$ cat config.mk
export PLATFORM = sky130hd
export DESIGN_NAME = reg_writeback_flat
export DESIGN_NICKNAME = d
export VERILOG_FILES = /design/src/rtl/reg_writeback_pkg.sv /design/src/rtl/reg_writeback_if.sv /design/src/rtl/reg_writeback_fifo.sv /design/src/rtl/reg_writeback.sv /design/src/flat_wrapper.sv
export SDC_FILE = /design/constraint.sdc
export NUM_CORES = 1
export LEC_CHECK = 0
export CORE_MARGIN = 2
export CORE_UTILIZATION = 45
export DETAILED_ROUTE_END_ITERATION = 10
export PLACE_DENSITY_LB_ADDON = 0.15
export RECOVER_POWER = 25
export SYNTH_ARGS = -nofsm -noshare
export SYNTH_HDL_FRONTEND = slang
export SYNTH_SLANG_ARGS = --single-unit
$ cat constraint.sdc
create_clock -name clk -period 2.4 [get_ports clk]
set_input_delay 0.48 -clock clk [delete_from_list [all_inputs] [get_ports clk]]
set_output_delay 0.48 -clock clk [all_outputs]
set_load 0.02 [all_outputs]
$ cat src/rtl/reg_writeback_pkg.sv
// Shared widths and the long-result record for the MIPS write-back slice.
// Consumers import mips_wb_pkg::*.
package mips_wb_pkg;

  localparam int DATA_W         = 32;
  localparam int ADDR_W         = 5;
  localparam int DEF_FIFO_DEPTH = 2;

  localparam logic [ADDR_W-1:0] ZERO_REG = 5'd0;

  typedef struct packed {
    logic [ADDR_W-1:0] idx;
    logic [DATA_W-1:0] data;
  } WbResult_t;

  // Register 0 is hard-wired in the register file, so writes to it carry no information.
  function automatic logic isLiveReg(input logic [ADDR_W-1:0] r);
    return r != ZERO_REG;
  endfunction

endpackage

$ cat src/rtl/reg_writeback_if.sv
// Valid/ready channel carrying long-latency results (mul/div, loads)
// from their producers into the write-back unit.
interface reg_writeback_if;
  import mips_wb_pkg::*;

  logic              LongValid;
  logic              LongReady;
  logic [ADDR_W-1:0] LongReg;
  logic [DATA_W-1:0] LongData;

  modport master (output LongValid, output LongReg, output LongData, input LongReady);
  modport slave  (input LongValid, input LongReg, input LongData, output LongReady);

endinterface

$ cat src/rtl/reg_writeback_fifo.sv
// Small synchronous FIFO for long results; pointers carry one extra wrap bit
// so full and empty are told apart without a separate counter.
module wb_result_fifo
  import mips_wb_pkg::*;
#(
  parameter int DEPTH = DEF_FIFO_DEPTH
) (
  input  logic      clk,
  input  logic      rst_n,
  input  logic      push,
  input  logic      pop,
  input  WbResult_t pushData,
  output WbResult_t head,
  output logic      full,
  output logic      empty
);

  localparam int PW = $clog2(DEPTH);

  logic [PW:0] wrPtr;
  logic [PW:0] rdPtr;
  WbResult_t   mem [DEPTH];
  logic        doPush;
  logic        doPop;

  assign empty  = (wrPtr == rdPtr);
  assign full   = (wrPtr[PW] != rdPtr[PW]) && (wrPtr[PW-1:0] == rdPtr[PW-1:0]);
  assign doPush = push & ~full;
  assign doPop  = pop & ~empty;
  assign head   = mem[rdPtr[PW-1:0]];

  // Pointer advance and storage write; reset also clears storage so head never shows stale data.
  always_ff @(posedge clk or negedge rst_n) begin
    if (!rst_n) begin
      wrPtr <= '0;
      rdPtr <= '0;
      for (int i = 0; i < DEPTH; i++) begin
        mem[i] <= '0;
      end
    end else begin
      if (doPush) begin
        mem[wrPtr[PW-1:0]] <= pushData;
        wrPtr              <= wrPtr + {{PW{1'b0}}, 1'b1};
      end
      if (doPop) begin
        rdPtr <= rdPtr + {{PW{1'b0}}, 1'b1};
      end
    end
  end

endmodule

$ cat src/rtl/reg_writeback.sv
// Register-file write-back: ALU results have priority, long results drain from a FIFO,
// and a busy scoreboard tracks pending long writes. Optional bypass: REG_WRITEBACK_FWD_EN.
module reg_writeback
  import mips_wb_pkg::*;
#(
  parameter int FIFO_DEPTH = DEF_FIFO_DEPTH
) (
  input  logic              clk,
  input  logic              rst_n,
  input  logic              AluValid,
  input  logic [ADDR_W-1:0] AluReg,
  input  logic [DATA_W-1:0] AluData,
  reg_writeback_if.slave    longIf,
  input  logic              IssueValid,
  input  logic [ADDR_W-1:0] IssueReg,
  output logic [31:0]       Busy,
  output logic [ADDR_W-1:0] WriteReg,
  output logic [DATA_W-1:0] WriteData,
  output logic              RegWrite
`ifdef REG_WRITEBACK_FWD_EN
  ,
  output logic              FwdValid,
  output logic [ADDR_W-1:0] FwdReg,
  output logic [DATA_W-1:0] FwdData
`endif
);

  WbResult_t   fifoHead;
  WbResult_t   selRes;
  logic        fifoFull;
  logic        fifoEmpty;
  logic        pushFifo;
  logic        popFifo;
  logic        selValid;
  logic [31:0] busyNext;

  // LongReady depends only on the registered FIFO pointers, never on this cycle's pop.
  assign longIf.LongReady = ~fifoFull;
  assign pushFifo = longIf.LongValid & ~fifoFull & isLiveReg(longIf.LongReg);

  wb_result_fifo #(.DEPTH(FIFO_DEPTH)) uFifo (
    .clk      (clk),
    .rst_n    (rst_n),
    .push     (pushFifo),
    .pop      (popFifo),
    .pushData ({longIf.LongReg, longIf.LongData}),
    .head     (fifoHead),
    .full     (fifoFull),
    .empty    (fifoEmpty)
  );

  // Source selection: a live ALU result wins, otherwise drain the FIFO head.
  always_comb begin
    selValid = 1'b0;
    selRes   = '0;
    popFifo  = 1'b0;
    if (AluValid && isLiveReg(AluReg)) begin
      selValid = 1'b1;
      selRes   = '{idx: AluReg, data: AluData};
    end else if (!fifoEmpty) begin
      selValid = 1'b1;
      selRes   = fifoHead;
      popFifo  = 1'b1;
    end else begin
      selValid = 1'b0;
    end
  end

  // Scoreboard update: pop clears first so a same-cycle issue to that register re-sets it.
  always_comb begin
    busyNext = Busy;
    if (popFifo) begin
      busyNext[fifoHead.idx] = 1'b0;
    end else begin
      busyNext = Busy;
    end
    if (IssueValid && isLiveReg(IssueReg)) begin
      busyNext[IssueReg] = 1'b1;
    end else begin
      busyNext[0] = 1'b0;
    end
    busyNext[0] = 1'b0;
  end

  // Write-port and scoreboard registers share one edge.
  always_ff @(posedge clk or negedge rst_n) begin
    if (!rst_n) begin
      RegWrite  <= 1'b0;
      WriteReg  <= '0;
      WriteData <= '0;
      Busy      <= 32'd0;
    end else begin
      RegWrite <= selValid;
      Busy     <= busyNext;
      if (selValid) begin
        WriteReg  <= selRes.idx;
        WriteData <= selRes.data;
      end
    end
  end

`ifdef REG_WRITEBACK_FWD_EN
  assign FwdValid = selValid;
  assign FwdReg   = selRes.idx;
  assign FwdData  = selRes.data;
`endif

endmodule

$ cat src/flat_wrapper.sv
// flat-port wrapper written by rule: the top's interface ports become plain ports
module reg_writeback_flat import mips_wb_pkg::*;
#(
  parameter int FIFO_DEPTH = DEF_FIFO_DEPTH
)
  (clk, rst_n, AluValid, AluReg, AluData, IssueValid, IssueReg, Busy, WriteReg, WriteData, RegWrite, longIf_LongValid, longIf_LongReg, longIf_LongData, longIf_LongReady);
  reg_writeback_if longIf_i ();
  input  logic clk;
  input  logic rst_n;
  input  logic AluValid;
  input  logic [ADDR_W-1:0] AluReg;
  input  logic [DATA_W-1:0] AluData;
  input  logic IssueValid;
  input  logic [ADDR_W-1:0] IssueReg;
  output logic [31:0] Busy;
  output logic [ADDR_W-1:0] WriteReg;
  output logic [DATA_W-1:0] WriteData;
  output logic RegWrite;
  input wire logic [$bits(longIf_i.LongValid)-1:0] longIf_LongValid;
  input wire logic [$bits(longIf_i.LongReg)-1:0] longIf_LongReg;
  input wire logic [$bits(longIf_i.LongData)-1:0] longIf_LongData;
  output wire logic [$bits(longIf_i.LongReady)-1:0] longIf_LongReady;
  assign longIf_i.LongValid = longIf_LongValid;
  assign longIf_i.LongReg = longIf_LongReg;
  assign longIf_i.LongData = longIf_LongData;
  assign longIf_LongReady = longIf_i.LongReady;
  reg_writeback #(.FIFO_DEPTH(FIFO_DEPTH)) u_core (.clk(clk), .rst_n(rst_n), .AluValid(AluValid), .AluReg(AluReg), .AluData(AluData), .longIf(longIf_i), .IssueValid(IssueValid), .IssueReg(IssueReg), .Busy(Busy), .WriteReg(WriteReg), .WriteData(WriteData), .RegWrite(RegWrite));
endmodule
==> out/summary.md <==
Measured against its own limit, the worst slew margin works out to -2.97%. Global routing finished with a remaining overflow of 0. In this design, the stage delay of the slowest critical-path cell is 0.57 ns. The beginning of the critical path is AluReg[1]. Setup repair after global routing left no endpoint under its margin. The routability congestion estimate came out at 0.835. The signal on the critical path passes through clkdlybuf4s50_1, or4_1, o21a_2, buf_4, or3_4, a21o_1. The run gives 0 as the antenna cell count. The worst register-to-register path begins at u_core.uFifo.rdPtr[0]. The mean cell area of the mapped netlist was 11.6 um^2; the placeable core region was 14500 um^2. For the detailed-route via count, the log shows 5164. The number of primary I/O pins was 155; the signed area change from the synthesized netlist to the final layout was 39.0%. In this run, placement finished with an instance count of 911.

The number of hold-slack violations in the final timing report was 0; the die boundary height was 126 um. The run gives 577 as the gate count after technology mapping. The total of flip-flops plus latches after synthesis is 147. The layer carrying the most global-route usage is met2. The cell count of the worst reg-to-reg path came out at 5. In the synthesized netlist the async set-or-reset flop fraction comes to 100%.

The kind of end point of the critical path was a flip-flop. The logs give 3680 um^2 for the storage element area and 42 for the unique cell type count in the Yosys netlist. The net count of the mapped netlist came out at 661. Entering global routing, the biggest net connects 59 pins.

Clock tree synthesis found a total of 147 sinks. Number of levels in the clock H-tree: 4. By area the synthesized netlist is led by dfrtp_1 (55%), mux2_2 (13%), a21oi_1 (5.6%).

Global routing consumed, over all layers together, 22.2% of the routing resources. Destination of the worst register-to-register timing path: u_core.Busy[22]. Of the synthesized area, sequential elements account for 55.2%.

The final reports fail on max-capacitance violations, max-slew violations. The run gives 1 as the number of violations of the max-capacitance limit. The most frequently used flop master after synthesis was dfrtp_1.

The slowest stage of the critical path is the or4_1 cell. On the final layout, the worst clock skew is 0.00447 ns. The cell family contributing the most delay on the critical path is simple AND/OR/NAND/NOR gates. The termination of the worst setup path is u_core.Busy[22].

During placement, the flow inserted port buffers numbering 153. The tools report the global routing met2 resource utilization as 37.3%. At the pin with the least slew margin, the transition time is 1.54 ns.

The number of antenna violations at the first check in global routing is 0. The nature of the critical path startpoint was a primary input. For the number of warnings issued by yosys, the log shows 0.

The die covers 15800 um^2. The class of the most critical setup path was in -> reg. The required time at the endpoint of the critical path is 2.70 ns, and the number of antenna-violating nets in the routed design is 0. In this run the clock root is driven by a clkbuf_16. The run gives 1146 as the count of fill cells added during filler insertion.

Critical-path maximum fanout: 37. In the post-route analysis, the smallest setup slack over all paths is 0.111 ns. After clock tree synthesis, the clock-pin slew on the worst setup and hold paths is 0.06 ns. The post-synthesis cell area was 6670 um^2; the minimum clock period after layout was 2.29 ns.

TritonCTS created 17 clock buffers. For this design the static power due to leakage is 3.89 nW. For the number of max-slew violations in the final report, the log shows 57. The setup check on the worst reg-to-reg path leaves a slack of 0.27 ns. The worst hold path belongs to the class in -> async.

The floorplan has 44 rows. Routing usage on met3: 5.48%. Of all cell types, the one taking the most synthesized area is dfrtp_1. The tools report the number of setup violations in the final report as 0. The logs give 437 MHz for the highest clock rate and 0 for the DRC violation count after routing. The tools report the critical path arrival as 2.59 ns. The later pin in the worst-skew pair is clocked with a latency of 0.42 ns.

Average vias per placed instance: 5.48. In the synthesized netlist, the cells that appear most often are dfrtp_1 (147), mux2_2 (78), a21oi_1 (74). The run gives 17.0 mm as the total length of routed wires. Cells with a size suffix above 1 make up 20.9% of the layout.

The cell with the most instances after synthesis was dfrtp_1. After legalization and detailed placement, the total HPWL measured 11.9 mm. Buffers added to address setup during post-CTS repair amount to 0.

The logs give 46.0% for the starting utilization of the core area and 943 for the final instance count without filler cells. Of the available clock period, the critical path in the final layout requires 95.4%. The power density over the cells is 1480 nW/um^2, and the number of cells on the critical path is 6.

After the first detailed-routing iteration, the DRC count stood at 227. For met1 alone, demand over resource in global routing was 27.8%. The number of nets in the layout is 830.

The flow ran to the end, but the final reports show violations. The number of global-route vias before repair came out at 5571. The wire length per cell after detailed routing came out at 18.1 um. The first global-routing pass estimated 28.0 mm of wire. TritonCTS built the clock tree.

Before antenna repair, the detailed router went through 4 iterations. The number of buffers and inverters on the critical path is 2. For the area of combinational cells with multiple inputs, the log shows 2820 um^2. The run gives 2 as the maximum clock path buffer count. The floorplan step set the die width to 126 um. The pre-CTS setup slack was -0.383 ns; the number of flops mapped to enable cells by yosys was 0. The area share of the largest cell type after synthesis was 55.2%; the largest vdd supply drop was 786 uV.
## cell usage in the layout (no fill, tap or decap), drive strengths merged, types with 2 or more instances in the layout
master / n
xor2: 2
a21oi: 74
nand2b: 3
inv: 11
mux2: 78
nor2: 6
a22o: 2
xnor2: 5
o22ai: 6
or4: 4
a21o: 20
buf: 34
dfrtp: 147
o32ai: 2
o41ai: 4
nand2: 43
nand3: 9
a21bo: 6
nand4bb: 2
clkbuf: 23
bufinv: 5
o21ai: 47
and2: 2
mux2i: 37
nand4: 2
nor2b: 2
o2bb2ai: 9
nor3: 8
clkinv: 4
clkdlybuf4s50: 151
## metrics by stage
step                area [um^2]  util, %  hold WS (ns)  power (W)  setup TNS, ns
finish                     9270     64.0         0.429     0.0138              0
global route               9270     64.0         0.515     0.0146              0
global placement           8600     59.4         0.482     0.0106         -11.22
floorplan                  6670        -         0.184    0.00832              0
CTS                        9260     63.9        0.0420     0.0138              0
detailed placement         8600     59.4         0.485     0.0108         -12.60
## report_power, final
group	internal [W]	switching, W	total [W]
Clock	0.00192	0.000992	0.00291
Sequential	0.00360	0.000670	0.00427
Combinational	0.00316	0.00342	0.00657
## flip-flops by register name, indices dropped and copies added, names as in the netlist
signal	flops
u_core.Busy	31
u_core.RegWrite	1
u_core.WriteData	32
u_core.WriteReg	5
u_core.uFifo.mem	74
u_core.uFifo.rdPtr	2
u_core.uFifo.wrPtr	2
## cell type report
cell class,instances,area share (%)
clock buffer,22,5.12
clock inverter,10,1.92
inverter,11,0.446
multi-input combinational,382,30.4
sequential,147,39.7
tap,184,2.48
timing repair buffer,187,19.9
## routing by layer
metal	vias up	wire, um
met1	2557	7470
met5	-	0
li1	2431	-
met4	0	266
met3	20	881
met2	156	8410
## what timing repair did
action                                  4_1_cts  5_1_grt
gates cloned                                  0        0
hold buffers                                  0        0
resized for setup                             2        4
endpoints found under the setup margin        1       10
## worst min path at each step
| stage | startpoint | endpoint | slack (ns) | cells past startpoint |
|---|---|---|---|---|
| 2_1_floorplan | rst_n | u_core.Busy[10] | 0.18 | 0 |
| 3_3_place_gp | rst_n | u_core.uFifo.mem[54] | 0.48 | 1 |
| 3_5_place_dp | rst_n | u_core.uFifo.mem[16] | 0.48 | 1 |
| 4_1_cts | rst_n | u_core.uFifo.mem[16] | 0.04 | 1 |
| 5_1_grt | u_core.uFifo.mem[19] | u_core.uFifo.mem[19] | 0.52 | 1 |
| 6_report | rst_n | u_core.uFifo.mem[53] | 0.43 | 1 |
## cell families (layout without fill, tap and decap cells)
family	count (synthesis)	in the layout	share of synthesized area, %
flops	147	147	55.2
xor+xnor	7	7	1.03
simple gates	85	85	6.16
compound gates	174	174	15.5
buf+inv	48	230	3.30
mux	115	115	18.7
other cells	1	1	0.0563
No activity file was read; power rests on OpenSTA's default activity.
